`config.mk`:
```
export PLATFORM = sky130hd
export DESIGN_NAME = absorb_controller
export DESIGN_NICKNAME = d
export VERILOG_FILES = /design/src/rtl/keccak_pkg.sv /design/src/rtl/size_counter.sv /design/src/rtl/absorb_controller.sv
export SDC_FILE = /design/constraint.sdc
export NUM_CORES = 1
export LEC_CHECK = 0
export CORE_MARGIN = 2
export CORE_UTILIZATION = 47
export CTS_CLUSTER_SIZE = 14
export DETAILED_ROUTE_END_ITERATION = 10
export PLACE_DENSITY_LB_ADDON = 0.3
export SLEW_MARGIN = 5
export SYNTH_ARGS = -nofsm -noshare
export SYNTH_HDL_FRONTEND = slang
export SYNTH_SLANG_ARGS = --single-unit
```
`constraint.sdc`:
```
create_clock -name clk -period 2.9 [get_ports clk]
set_input_delay 0.29 -clock clk [delete_from_list [all_inputs] [get_ports clk]]
set_output_delay 0.29 -clock clk [all_outputs]
set_load 0.01 [all_outputs]
```
`src/rtl/keccak_pkg.sv`:
```
// ============================================================================
// Module      : keccak_pkg
// Description : Shared constants and state encoding for the SHAKE absorb path.
// Revision    : 1.0 - initial release
// ============================================================================
`default_nettype none

package keccak_pkg;

    localparam int RATE_LANES_128 = 21;
    localparam int RATE_LANES_256 = 17;

    localparam logic [7:0] SHAKE_SUFFIX = 8'h1F;

    typedef enum logic [2:0] {
        IDLE,
        LOAD_LEN,
        ABSORB,
        PAD_FINAL,
        PERMUTE,
        DONE
    } absorb_state_t;

endpackage

`default_nettype wire

```
`src/rtl/size_counter.sv`:
```
// ============================================================================
// Module      : size_counter
// Description : Remaining-bit counter; loads a length, counts down by a step
//               and saturates at zero.
// Revision    : 1.0 - initial release
// ============================================================================
`default_nettype none

module size_counter #(
    parameter int WIDTH = 32,
    parameter int W     = 64
) (
    input  logic                 clk,
    input  logic                 rst,
    input  logic                 en_write,
    input  logic [WIDTH-1:0]     write_data,
    input  logic                 en_count,
    input  logic [$clog2(W):0]   step_size,
    input  logic [WIDTH-1:0]     block_size,
    output logic [WIDTH-1:0]     counter,
    output logic                 last_block
);

    logic [WIDTH-1:0] w_step;

    assign w_step     = WIDTH'(step_size);
    assign last_block = (counter <= block_size);

    always_ff @(posedge clk or posedge rst) begin
        if (rst) begin
            counter <= '1;
        end else if (en_write) begin
            counter <= write_data;
        end else if (en_count) begin
            counter <= (counter > w_step) ? (counter - w_step) : '0;
        end
    end

endmodule

`default_nettype wire

```
`src/rtl/absorb_controller.sv`:
```
// ============================================================================
// Module      : absorb_controller
// Description : Streams one SHAKE message into the rate lanes, applies the
//               SHAKE padding and hands each full block to the permutation.
// Revision    : 1.0 - initial release
// ============================================================================
`default_nettype none

module absorb_controller
    import keccak_pkg::*;
#(
    parameter int WIDTH = 32,
    parameter int W     = 64
) (
    input  logic             clk,
    input  logic             rst,
    input  logic             start,
    input  logic             mode,
    input  logic [W-1:0]     din,
    input  logic             din_valid,
    output logic             din_ready,
    output logic [W-1:0]     lane_data,
    output logic [4:0]       lane_idx,
    output logic             lane_we,
    output logic             perm_start,
    input  logic             perm_done,
    output logic             busy,
    output logic             done
);

    localparam int SH = $clog2(W);

    localparam logic [2:0] S_IDLE      = 3'(IDLE);
    localparam logic [2:0] S_LOAD_LEN  = 3'(LOAD_LEN);
    localparam logic [2:0] S_ABSORB    = 3'(ABSORB);
    localparam logic [2:0] S_PAD_FINAL = 3'(PAD_FINAL);
    localparam logic [2:0] S_PERMUTE   = 3'(PERMUTE);
    localparam logic [2:0] S_DONE      = 3'(DONE);

    logic [2:0]       r_state;
    logic [4:0]       r_rate;
    logic [4:0]       r_lane_idx;
    logic             r_pad_done;
    logic             r_perm_first;

    logic [WIDTH-1:0] w_counter;
    logic [WIDTH-1:0] w_block_size;
    logic             w_unused_last_block;
    logic             w_en_write;
    logic             w_en_count;
    logic             w_pad_now;
    logic             w_cnt_zero;
    logic             w_cnt_lt_w;
    logic             w_last_lane;
    logic [SH-1:0]    w_shamt;
    logic [W-1:0]     w_mask;
    logic [W-1:0]     w_pad;

    assign w_block_size = WIDTH'({r_rate, {SH{1'b0}}});
    assign w_cnt_zero   = (w_counter == '0);
    assign w_cnt_lt_w   = (w_counter < WIDTH'(W));
    assign w_last_lane  = (r_lane_idx == (r_rate - 5'd1));
    assign w_shamt      = w_counter[SH-1:0];
    assign w_mask       = (W'(1) << w_shamt) - W'(1);
    assign w_pad        = W'(SHAKE_SUFFIX) << w_shamt;
    assign busy         = (r_state != S_IDLE);

    size_counter #(
        .WIDTH (WIDTH),
        .W     (W)
    ) u_size_counter (
        .clk        (clk),
        .rst        (rst),
        .en_write   (w_en_write),
        .write_data ({din[WIDTH-1:3], 3'b000}),
        .en_count   (w_en_count),
        .step_size  (($clog2(W)+1)'(W)),
        .block_size (w_block_size),
        .counter    (w_counter),
        .last_block (w_unused_last_block)
    );

    always_comb begin
        din_ready  = 1'b0;
        lane_we    = 1'b0;
        lane_data  = '0;
        lane_idx   = r_lane_idx;
        perm_start = 1'b0;
        done       = 1'b0;
        w_en_write = 1'b0;
        w_en_count = 1'b0;
        w_pad_now  = 1'b0;
        case (r_state)
            S_LOAD_LEN: begin
                din_ready  = 1'b1;
                w_en_write = din_valid;
            end
            S_ABSORB: begin
                if (!w_cnt_zero) begin
                    din_ready = 1'b1;
                    if (din_valid) begin
                        lane_we    = 1'b1;
                        w_en_count = 1'b1;
                        if (w_cnt_lt_w) begin
                            // Message ends inside this lane: keep valid bits, append suffix
                            lane_data = (din & w_mask) | w_pad;
                            w_pad_now = 1'b1;
                            if (w_last_lane) begin
                                lane_data[W-1] = 1'b1;
                            end
                        end else begin
                            lane_data = din;
                        end
                    end
                end else if (!r_pad_done) begin
                    lane_we   = 1'b1;
                    lane_data = W'(SHAKE_SUFFIX);
                    w_pad_now = 1'b1;
                    if (w_last_lane) begin
                        lane_data[W-1] = 1'b1;
                    end
                end
            end
            S_PAD_FINAL: begin
                lane_we        = 1'b1;
                lane_idx       = r_rate - 5'd1;
                lane_data[W-1] = 1'b1;
            end
            S_PERMUTE: begin
                perm_start = r_perm_first;
            end
            S_DONE: begin
                done = 1'b1;
            end
            default: begin
            end
        endcase
    end

    always_ff @(posedge clk or posedge rst) begin
        if (rst) begin
            r_state      <= S_IDLE;
            r_rate       <= 5'(RATE_LANES_128);
            r_lane_idx   <= '0;
            r_pad_done   <= 1'b0;
            r_perm_first <= 1'b0;
        end else begin
            case (r_state)
                S_IDLE: begin
                    if (start) begin
                        r_rate     <= mode ? 5'(RATE_LANES_256) : 5'(RATE_LANES_128);
                        r_pad_done <= 1'b0;
                        r_state    <= S_LOAD_LEN;
                    end
                end
                S_LOAD_LEN: begin
                    if (din_valid) begin
                        r_lane_idx <= '0;
                        r_state    <= S_ABSORB;
                    end
                end
                S_ABSORB: begin
                    if (lane_we) begin
                        if (w_pad_now) begin
                            r_pad_done <= 1'b1;
                        end
                        if (w_last_lane) begin
                            r_state      <= S_PERMUTE;
                            r_perm_first <= 1'b1;
                        end else if (w_pad_now) begin
                            r_state <= S_PAD_FINAL;
                        end else begin
                            r_lane_idx <= r_lane_idx + 5'd1;
                        end
                    end
                end
                S_PAD_FINAL: begin
                    r_state      <= S_PERMUTE;
                    r_perm_first <= 1'b1;
                end
                S_PERMUTE: begin
                    r_perm_first <= 1'b0;
                    if (perm_done) begin
                        if (r_pad_done) begin
                            r_state <= S_DONE;
                        end else begin
                            r_lane_idx <= '0;
                            r_state    <= S_ABSORB;
                        end
                    end
                end
                S_DONE: begin
                    r_state <= S_IDLE;
                end
                default: begin
                    r_state <= S_IDLE;
                end
            endcase
        end
    end

endmodule

`default_nettype wire

```
Yosys cells after proc, flatten, opt, wreduce, memory -nomap -nowiden
Cells that the tools add are included.
{ "classes": {"add_sub_neg": 4, "n_mul": 0, "div_mod_pow": 0, "n_lt_le_gt_ge": 2, "n_eq_ne": 16, "shifts": 2, "mux": 50, "bitwise_logic": 2, "n_reduce_logical": 12} }
{ "ops": {"columns": ["op", "n"], "rows": [
  ["$mux W64", 4],
  ["$mux W32", 3],
  ["$and A64 B64 Y64", 1],
  ["$or A64 B64 Y64", 1],
  ["$shl A1 B6 Y64 const A", 1],
  ["$shl A5 B6 Y64 const A", 1],
  ["$sub A64 B2 Y64 const B", 1],
  ["$mux W63", 1],
  ["$mux W5", 7],
  ["$gt A32 B7 Y1 const B", 1],
  ["$logic_not A32 Y1", 1],
  ["$lt A32 B7 Y1 const B", 1],
  ["$sub A32 B7 Y32 const B", 1],
  ["$mux W3", 8],
  ["$mux W1", 20],
  ["$ne A2 B2 Y1 const B", 9],
  ["$pmux W3 S5", 1],
  ["$pmux W5 S3", 1],
  ["$reduce_bool A3 Y1", 3],
  ["$pmux W1 S2", 4],
  ["$reduce_and A7 Y1", 1],
  ["$eq A3 B2 Y1 const B", 2],
  ["$eq A3 B3 Y1 const B", 2],
  ["$add A5 B1 Y5 const B", 1],
  ["11 further kinds", 12]
]} }
{ "totals": {"register_bits": 47, "latch_bits": 0, "ramBits": 0, "rom_bits": 0, "in_bits": 70, "output_inout_bits": 74, "wordCells": 94, "memories": 0} }

Logic depth before layout (Yosys ltp)
Gate-level depths: netlist of run 1.
{ "depth": {"word_depth": 9, "ltp_mapped": 12, "ltp_nobuf": 10} }

Modules after synthesis
From an unflattened synthesis of run 1, not the netlist that was laid out.
{ "hier_totals": {"hier_cells": 962, "area_unflattened_um2": 6779.0} }
{ "modules_own_cells": {"columns": ["mod", "n_inst", "cells_per_inst", "area_per_inst_um2", "seq_area_each_um2"], "rows": [
  ["absorb_controller", 1, 566, 3558.4, 276.5],
  ["size_counter", 1, 396, 3220.6, 840.8]
]} }

Worst setup path after synthesis of run 1
Ideal clock, no wire load.
{ "synth_timing": {"path_type": "register to output", "startpoint": "reg u_size_counter.counter[2]", "endpoint": "out lane_data[24]", "t_arrival_ns": 2.323, "t_required_ns": 2.610, "setup_slack_ns": 0.287, "stages_incl_launch_ff": 12, "n_path_buf": 2, "path_cell_list": "dfstp_2 > ha_1 > clkbuf_1 > nor2b_1 > nand2_1 > ha_1 > clkbuf_1 > o31ai_1 > o21ai_0 > a22oi_1 > o21ai_0 > a21oi_1"} }
{ "synth_via": {"elab_chain_len": 8, "word_cells_on_any_way": 11, "cone_classes": "add/sub: 1; order compare: 1; shift: 2; mux: 4; bitwise: 2; reduce/logical: 1"} }
{ "synth_lines": {"columns": ["element", "line_no", "rtl"], "rows": [
  ["start, declared", "size_counter.sv:20", "output logic [WIDTH-1:0] counter,"],
  ["start signal, assigned", "size_counter.sv:33", "counter <= write_data;"],
  ["start signal, assigned", "size_counter.sv:35", "counter <= (counter > w_step) ? (counter - w_step) : '0;"],
  ["$shl A1 B6 Y64", "absorb_controller.sv:64", "assign w_mask = (W'(1) << w_shamt) - W'(1);"],
  ["$sub A64 B2 Y64", "absorb_controller.sv:64", null],
  ["$and A64 B64 Y64", "absorb_controller.sv:106", "lane_data = (din & w_mask) | w_pad;"],
  ["$or A64 B64 Y64", "absorb_controller.sv:106", null],
  ["$mux W64", "absorb_controller.sv:104", "if (w_cnt_lt_w) begin"],
  ["$mux W64", "absorb_controller.sv:101", "if (din_valid) begin"],
  ["$mux W64 (*)", "absorb_controller.sv:99", "if (!w_cnt_zero) begin"],
  ["$mux W63 (*)", "absorb_controller.sv:93", "case (r_state)"],
  ["end, declared", "absorb_controller.sv:22", "output logic [W-1:0] lane_data,"]
]} }
Mark *: on every way between the ends. The rest lies on a longest branch, timed or not.

Worst setup path in the final report of run 1
{ "layout_timing": {"startpoint": "reg u_size_counter.counter[12]", "endpoint": "out lane_data[8]"} }
{ "layout_via": {"elab_chain_len": 5, "word_cells_on_any_way": 6, "cone_classes": "order compare: 1; mux: 4; reduce/logical: 1"} }
{ "layout_lines": {"columns": ["element", "line_no", "rtl"], "rows": [
  ["$lt A32 B7 Y1", "absorb_controller.sv:61", "assign w_cnt_lt_w = (w_counter < WIDTH'(W));"],
  ["$mux W64", "absorb_controller.sv:104", null],
  ["$mux W64", "absorb_controller.sv:101", null],
  ["$mux W64 (*)", "absorb_controller.sv:99", null],
  ["$mux W63 (*)", "absorb_controller.sv:93", null]
]} }
Marked as above.

==> impl_metrics.tcl, run 1 <==
set metrics [dict create \
    status "finished with violations" \
    failed_checks "negative setup slack" \
    startpoint_type_of_the_worst_setup_path "flop" \
    row_count 34 \
    slew_viol_final 0 \
    area_taken_by_flip_flops_and_latches_um2 1065 \
    synth_edf_count 0 \
    grt.total_usage_pct 34.64 \
    netlist_area_um2 4099 \
    filler_cell_count 609 \
    worst-slew-pin-transition_ns 0.5500 \
    synth-seq-area-share_pct 25.98 \
    grt_antenna_before_repair 1 \
    finalSetupTns_ns -0.01756 \
    htreeDepth 2 \
    worstPathArrival_ns 2.63 \
    dp.final_hpwl_um 12550 \
    layout_min_cycle_time_ns 2.918 \
    holdBufCountCts 0 \
    timing.slew.headroom_pct 63.33 \
    detail_route.wirelength_um 17760 \
    root_buffer "sky130_fd_sc_hd__clkbuf_8" \
    globalRoute.totalOverflow 0 \
    io_pins 144 \
    drc 0 \
    layout-drive-gt1-share_pct 31.06 \
    hold_path_class "in -> async" \
    design.die.area_um2 9484 \
    power_density_nw_per_um2 754.8 \
    initial_core_util_pct 47.70 \
    postPlaceCellArea_um2 6065 \
    leakagePower_nw 3.048 \
    cap_violations 0 \
    worstSkewPairLatency_ns 0.31 \
    areaGrowthSynthToFinish_pct 65.93 \
    first_element_of_the_critical_path "u_size_counter.counter[12]" \
    timing.clock.skew_ns 0.01483 \
    critPathCaptureType "primary output" \
    fin_hold_ws_ns 0.4425 \
    ys_ff_latch 41 \
    synth.distinct_cells 75 \
    postRouteAntennaNets 0 \
    finish.instance_area_um2 6802 \
    detailroute.via_count 5615 \
    critical_path.reg2reg.endpoint "u_size_counter.counter[10]" \
    grt_max_degree 42 \
    finalSetupViolCount 1 \
    yosys_warnings 0 \
    cts_tree "built" \
    finalHoldViolations 0 \
    cts_buffers 5 \
    num-nets-final 871 \
    cts.sinks 41 \
    detailedPlace.worstSlack_ns -0.1441 \
    period_share_pct 100.6 \
    synth-main-ff-cell "sky130_fd_sc_hd__dfstp_2" \
    buffer_ports.inserted 143 \
    worst-endpoint-required_ns 2.61 \
    initialDrtViolationCount 596 \
    design.core.area_um2 8593 \
    gp_routability_congestion 0.9893 \
    max-clock-path-buffers 2 \
    synth-async-reset-ratio_pct 100.0 \
    multiInputGateArea_um2 3233 \
    rr_startpoint "u_size_counter.counter[12]" \
    postSynthAreaPerCell_um2 7.216 \
    synthCells 568 \
    rsz_0062_raised_after_global_routing "true" \
    fp.dieH_um 97.39 \
    synthesis.nets 648 \
    die_x_um 97.39 \
    power.ir.vdd_worst_mv 0.5191 \
    routedWlPerCell_um 19.71 \
    fmax_ghz 0.3428 \
    worstRegToRegCells 9 \
    grt_first_pass_wirelength_um 27000 \
    cts.clk_slew.worst_paths_ns 0.09 \
    postLayoutSetupSlackWorst_ns -0.01756 \
    timing.reg2reg.setup_slack_ns 0.18 \
    drtPass1Iterations 7 \
    crit_fanout 7 \
    grt_pass1_vias 5353 \
    viasPerCell 6.232 \
    setup.worst_path.class "reg -> out" \
]
[where the power goes]
part | leakage, nW | internal, mW | total (mW) | switching, mW
Combinational | 2.55 | 1.56 | 3.54 | 1.98
Sequential | 0.460 | 0.923 | 1.20 | 0.274
Clock | 0.0374 | 0.170 | 0.396 | 0.226
[area by class of cell]
class | count | area share, %
multi-input cells | 478 | 47.53
repair buffers | 247 | 32.41
flip-flops and latches | 41 | 15.65
well taps | 108 | 1.987
inverters | 18 | 1.085
clock buffers | 6 | 1.067
clock inverters | 2 | 0.2208
diodes | 1 | 0.03679
[state kept, by name, indices dropped and copies added (netlist names)]
signal / count
r_pad_done: 1
r_perm_first: 1
r_rate: 1
u_size_counter.counter: 30
r_state: 3
r_lane_idx: 5
[worst max-delay path, cell delays in order (launching register included)]
cell and delay [ns]:
sky130_fd_sc_hd__dfstp_2 0.40, sky130_fd_sc_hd__nor4_4 0.36, sky130_fd_sc_hd__buf_4 0.19, sky130_fd_sc_hd__nand4_4 0.13
sky130_fd_sc_hd__buf_8 0.17, sky130_fd_sc_hd__nor3_4 0.17, sky130_fd_sc_hd__buf_6 0.17, sky130_fd_sc_hd__buf_4 0.12
sky130_fd_sc_hd__nand3_2 0.14, sky130_fd_sc_hd__a21oi_1 0.20, sky130_fd_sc_hd__clkdlybuf4s15_1 0.28
[synth_stat cells (6+ instances only)]
cell	n	area, µm²
sky130_fd_sc_hd__ha_1	10	125.1
sky130_fd_sc_hd__xor2_1	7	61.31
sky130_fd_sc_hd__or4_1	6	45.04
sky130_fd_sc_hd__nand2b_1	9	56.30
sky130_fd_sc_hd__nor2b_1	8	50.05
sky130_fd_sc_hd__nor2_1	50	187.7
sky130_fd_sc_hd__nand3_1	31	155.2
sky130_fd_sc_hd__nor3_1	23	115.1
sky130_fd_sc_hd__inv_1	18	67.56
sky130_fd_sc_hd__dfrtp_1	10	250.2
sky130_fd_sc_hd__nand2_1	99	371.6
sky130_fd_sc_hd__a21oi_1	51	255.2
sky130_fd_sc_hd__o21a_1	6	45.04
sky130_fd_sc_hd__a22oi_1	8	60.06
sky130_fd_sc_hd__and3_1	15	93.84
sky130_fd_sc_hd__nand4_1	10	62.56
sky130_fd_sc_hd__a32oi_1	6	52.55
sky130_fd_sc_hd__nor4_1	7	43.79
sky130_fd_sc_hd__clkbuf_1	24	90.09
sky130_fd_sc_hd__o21ai_0	41	205.2
sky130_fd_sc_hd__dfstp_2	31	814.5
[cells in the final DEF, fill, tap and decap left out, types with 5 or more instances in the layout]
master and n:
sky130_fd_sc_hd__buf_6 9, sky130_fd_sc_hd__nand2_2 11, sky130_fd_sc_hd__dlygate4sd2_1 27, sky130_fd_sc_hd__nand2_1 89, sky130_fd_sc_hd__o21ai_0 32, sky130_fd_sc_hd__dfstp_2 31, sky130_fd_sc_hd__nand3_1 26, sky130_fd_sc_hd__o21a_1 6
sky130_fd_sc_hd__a22oi_1 5, sky130_fd_sc_hd__xor2_1 7, sky130_fd_sc_hd__clkdlybuf4s50_1 78, sky130_fd_sc_hd__dfrtp_1 10, sky130_fd_sc_hd__nor3_1 17, sky130_fd_sc_hd__dlymetal6s2s_1 9, sky130_fd_sc_hd__nor2b_1 7, sky130_fd_sc_hd__ha_1 5
sky130_fd_sc_hd__and3_1 12, sky130_fd_sc_hd__inv_1 13, sky130_fd_sc_hd__nand2b_1 9, sky130_fd_sc_hd__nand4_1 10, sky130_fd_sc_hd__nor3_2 5, sky130_fd_sc_hd__nand3_2 5, sky130_fd_sc_hd__o21ai_1 6, sky130_fd_sc_hd__clkbuf_8 5
sky130_fd_sc_hd__buf_2 8, sky130_fd_sc_hd__or4_1 6, sky130_fd_sc_hd__a21oi_1 45, sky130_fd_sc_hd__buf_4 90, sky130_fd_sc_hd__a31oi_1 5, sky130_fd_sc_hd__a32oi_1 6, sky130_fd_sc_hd__nor4_1 6, sky130_fd_sc_hd__nor2_1 46
sky130_fd_sc_hd__clkdlybuf4s15_1 10, sky130_fd_sc_hd__clkbuf_2 11
[cells by family after synthesis]
family | share of synthesized area, %
AOI/OAI and AO/OA | 26.19
buffers and inverters | 5.311
and+or+nand+nor | 36.81
xor gates and xnor gates | 2.137
DFF | 25.98
muxes | 0.5189
adders and majority gates | 3.053
[metrics by stage]
stage | total power [mW] | instances | utilization (%)
CTS | 4.770 | 882 | 75.79
finish | 5.134 | 901 | 79.15
global placement | 4.037 | 856 | 70.57
floorplan | 2.813 | 568 | -
global route | 5.404 | 901 | 79.15
detailed placement | 4.114 | 856 | 70.57
[per-layer routing]
metal	GRT usage, %	up-vias	routed length, µm
met3	7.986	56	1605
met2	57.29	384	8470
met1	43.42	2652	6925
li1	-	2523	-
met4	14.64	0	755
met5	0	-	0
[worst max path at each step]
stage / depth (start not counted) / endpoint / slack (ns)
final: 10 / lane_data[8] / -0.02
after global routing: 10 / lane_data[8] / -0.13
after CTS: 10 / lane_data[63] / -0.15
after detailed placement: 11 / lane_data[24] / -0.14
after global placement: 9 / lane_data[17] / -0.02
after floorplan: 11 / lane_data[24] / 0.29
[timing repair]
item | 4_1_cts | 5_1_grt
setup endpoints to repair | 65 | 47
buffers inserted | 16 | 18
pin swaps | 8 | 13
gates resized for setup | 139 | 92
gates cloned | 2 | 0
Power figures use the tool's default switching activity.
==> run 2: changes to the inputs <==
--- a/config.mk
+++ b/config.mk
@@ -5,6 +5,7 @@
 export SDC_FILE = /design/constraint.sdc
 export NUM_CORES = 1
 export LEC_CHECK = 0
+export CORE_ASPECT_RATIO = 0.6
 export CORE_MARGIN = 2
 export CORE_UTILIZATION = 47
 export CTS_CLUSTER_SIZE = 14
==> run 2 against run 1 <==
Effect of this change: the run still ends with negative setup slack left; design area fell by 0.29%; critical path depth did not move; clock-buffer cell count fell by 1; sequential share of layout area barely moved; critical path type unchanged; critical endpoint is now lane_data[36]; largest cell class unchanged; highest routed layer unchanged.
==> impl_metrics.tcl, run 2 (synthesized netlist as in run 1, its figures left out) <==
set metrics [dict create \
    layout-drive-gt1-share_pct 27.80 \
    cts.clk_slew.worst_paths_ns 0.06 \
    grt.total_usage_pct 37.25 \
    row_count 26 \
    finalSetupViolCount 7 \
    largest-register "u_size_counter.counter" \
    htreeDepth 2 \
    worstSkewPairLatency_ns 0.30 \
    antenna_cells_inserted 0 \
    num-nets-final 874 \
    design.die.area_um2 9508 \
    grt_pass1_vias 5436 \
    die_x_um 124.6 \
    failed_checks "negative setup slack" \
    fp.dieH_um 76.34 \
    timing.clock.skew_ns 0.007839 \
    detailroute.via_count 5875 \
    root_buffer "sky130_fd_sc_hd__clkbuf_16" \
    fmax_ghz 0.3402 \
    cts.sinks 41 \
    grt_first_pass_wirelength_um 28720 \
    io_pins 144 \
    globalRoute.totalOverflow 0 \
    drc 0 \
    buffer_ports.inserted 143 \
    design.core.area_um2 8491 \
    worst-slew-pin-transition_ns 0.5668 \
    final_core_util_pct 79.87 \
    startpoint_type_of_the_worst_setup_path "flop" \
    initialDrtViolationCount 947 \
    cts_tree "built" \
    areaGrowthSynthToFinish_pct 65.45 \
    grt_antenna_before_repair 0 \
    postPlaceCellArea_um2 6125 \
    power.total_mw 5.460 \
    viasPerCell 6.477 \
    fin_hold_ws_ns 0.4502 \
    largest_register_ffs 30 \
    finalSetupTns_ns -0.1563 \
    finish.instance_area_um2 6782 \
    layout_min_cycle_time_ns 2.939 \
    cts_buffers 5 \
    holdBufCountCts 0 \
    finalHoldViolations 0 \
    critPathCaptureType "primary output" \
    most_common_cell_after_layout_fill_and_taps_aside "sky130_fd_sc_hd__buf_4" \
    timing.slew.headroom_pct 62.21 \
    leakagePower_nw 3.088 \
    drtPass1Iterations 6 \
    period_share_pct 101.4 \
    worstPathArrival_ns 2.65 \
    initial_core_util_pct 48.28 \
    slew_viol_final 0 \
    max-clock-path-buffers 2 \
    cap_violations 0 \
    commonest_cells_after_routing_fill_and_taps_aside "sky130_fd_sc_hd__buf_4 (97), sky130_fd_sc_hd__nand2_1 (96), sky130_fd_sc_hd__clkdlybuf4s50_1 (79)" \
    gp_routability_congestion 1.044 \
    detail_route.wirelength_um 19290 \
    power.ir.vdd_worst_mv 0.3913 \
    crit_fanout 9 \
    dp.final_hpwl_um 12980 \
    worst-endpoint-required_ns 2.61 \
    power_density_nw_per_um2 805.1 \
    postLayoutSetupSlackWorst_ns -0.03918 \
    routedWlPerCell_um 21.26 \
    status "finished with violations" \
    rsz_0062_raised_after_global_routing "true" \
    postRouteAntennaNets 0 \
    setup.worst_path.class "reg -> out" \
    grt_max_degree 42 \
    layout_top_registers "u_size_counter.counter (30), r_lane_idx (5), r_state (3)" \
    hold_path_class "in -> async" \
]
[run 2: changes by cell type in the layout (fill, tap and decap cells not counted), sizes merged]
cell,before,now
bufinv,0,2
clkinv,0,1
dlygate4sd2,27,41
clkdlybuf4s15,10,4
dlymetal6s2s,9,6
clkdlybuf4s50,78,79
clkinvlp,3,0
inv,17,18
nand3,34,33
bufbuf,1,0
buf,111,109
diode,1,0
[run 2: stage by stage]
stage / worst slack, ns / std cells
6_report: -0.03918 / 907
5_1_grt: -0.1236 / 907
4_1_cts: 0.01363 / 892
3_5_place_dp: -0.1663 / 869
3_3_place_gp: -0.07938 / 869
2_1_floorplan: 0.2874 / 568
[run 2: cell type report]
cell class,instances,area (µm²)
clock buffer,5,125.1
clock inverter,3,65.06
fill,574,1709
inverter,18,67.56
multi-input combinational,477,3105
sequential,41,1065
tap,112,140.1
timing repair buffer,251,2213
[run 2: per-layer routing]
metal | global-route usage, % | vias to the layer above | part of all wire [%]
met5 | 0 | - | 0
met4 | 7.528 | 0 | 3.5
met3 | 10.67 | 80 | 12
met2 | 56.99 | 493 | 43
met1 | 52.57 | 2761 | 41
li1 | - | 2541 | -
[run 2: final timing paths]
kind / start / end / slack (ns) / cells past startpoint
max in group asynchronous: rst / u_size_counter.counter[8] / 2.07 / 3
setup reg to reg: u_size_counter.counter[11] / u_size_counter.counter[18] / 0.07 / 10
setup / recovery: u_size_counter.counter[11] / lane_data[36] / -0.04 / 10
min in group clk: r_rate[2] / r_rate[2] / 0.51 / 2
hold reg to reg: r_rate[2] / r_rate[2] / 0.51 / 2
hold / removal: rst / r_lane_idx[0] / 0.45 / 3
[run 2: power breakdown]
part           internal, mW  switching [mW]  total (mW)  leakage [nW]
sequential            0.927           0.354        1.28         0.460
combinational          1.50            1.94        3.44          2.53
clock                 0.492           0.245       0.737        0.0938
total                  2.92            2.54        5.46          3.09
[run 2: what timing repair did]
item                                    4_1_cts  5_1_grt
gates resized for setup                     118       56
pin swaps                                     7        9
buffers inserted                             14       15
endpoints found under the hold margin         0        0
endpoints found under the setup margin       65       45
gates cloned                                  1        0
[run 2: worst max-delay path: stages (launching register included)]
cell                            delay, ns
sky130_fd_sc_hd__dfstp_2             0.41
sky130_fd_sc_hd__nor4_4              0.37
sky130_fd_sc_hd__buf_4               0.19
sky130_fd_sc_hd__nand4_4             0.11
sky130_fd_sc_hd__buf_6               0.18
sky130_fd_sc_hd__nor2_4              0.17
sky130_fd_sc_hd__a21boi_2            0.12
sky130_fd_sc_hd__buf_6               0.16
sky130_fd_sc_hd__and2_1              0.15
sky130_fd_sc_hd__a32o_1              0.20
sky130_fd_sc_hd__dlygate4sd2_1       0.29
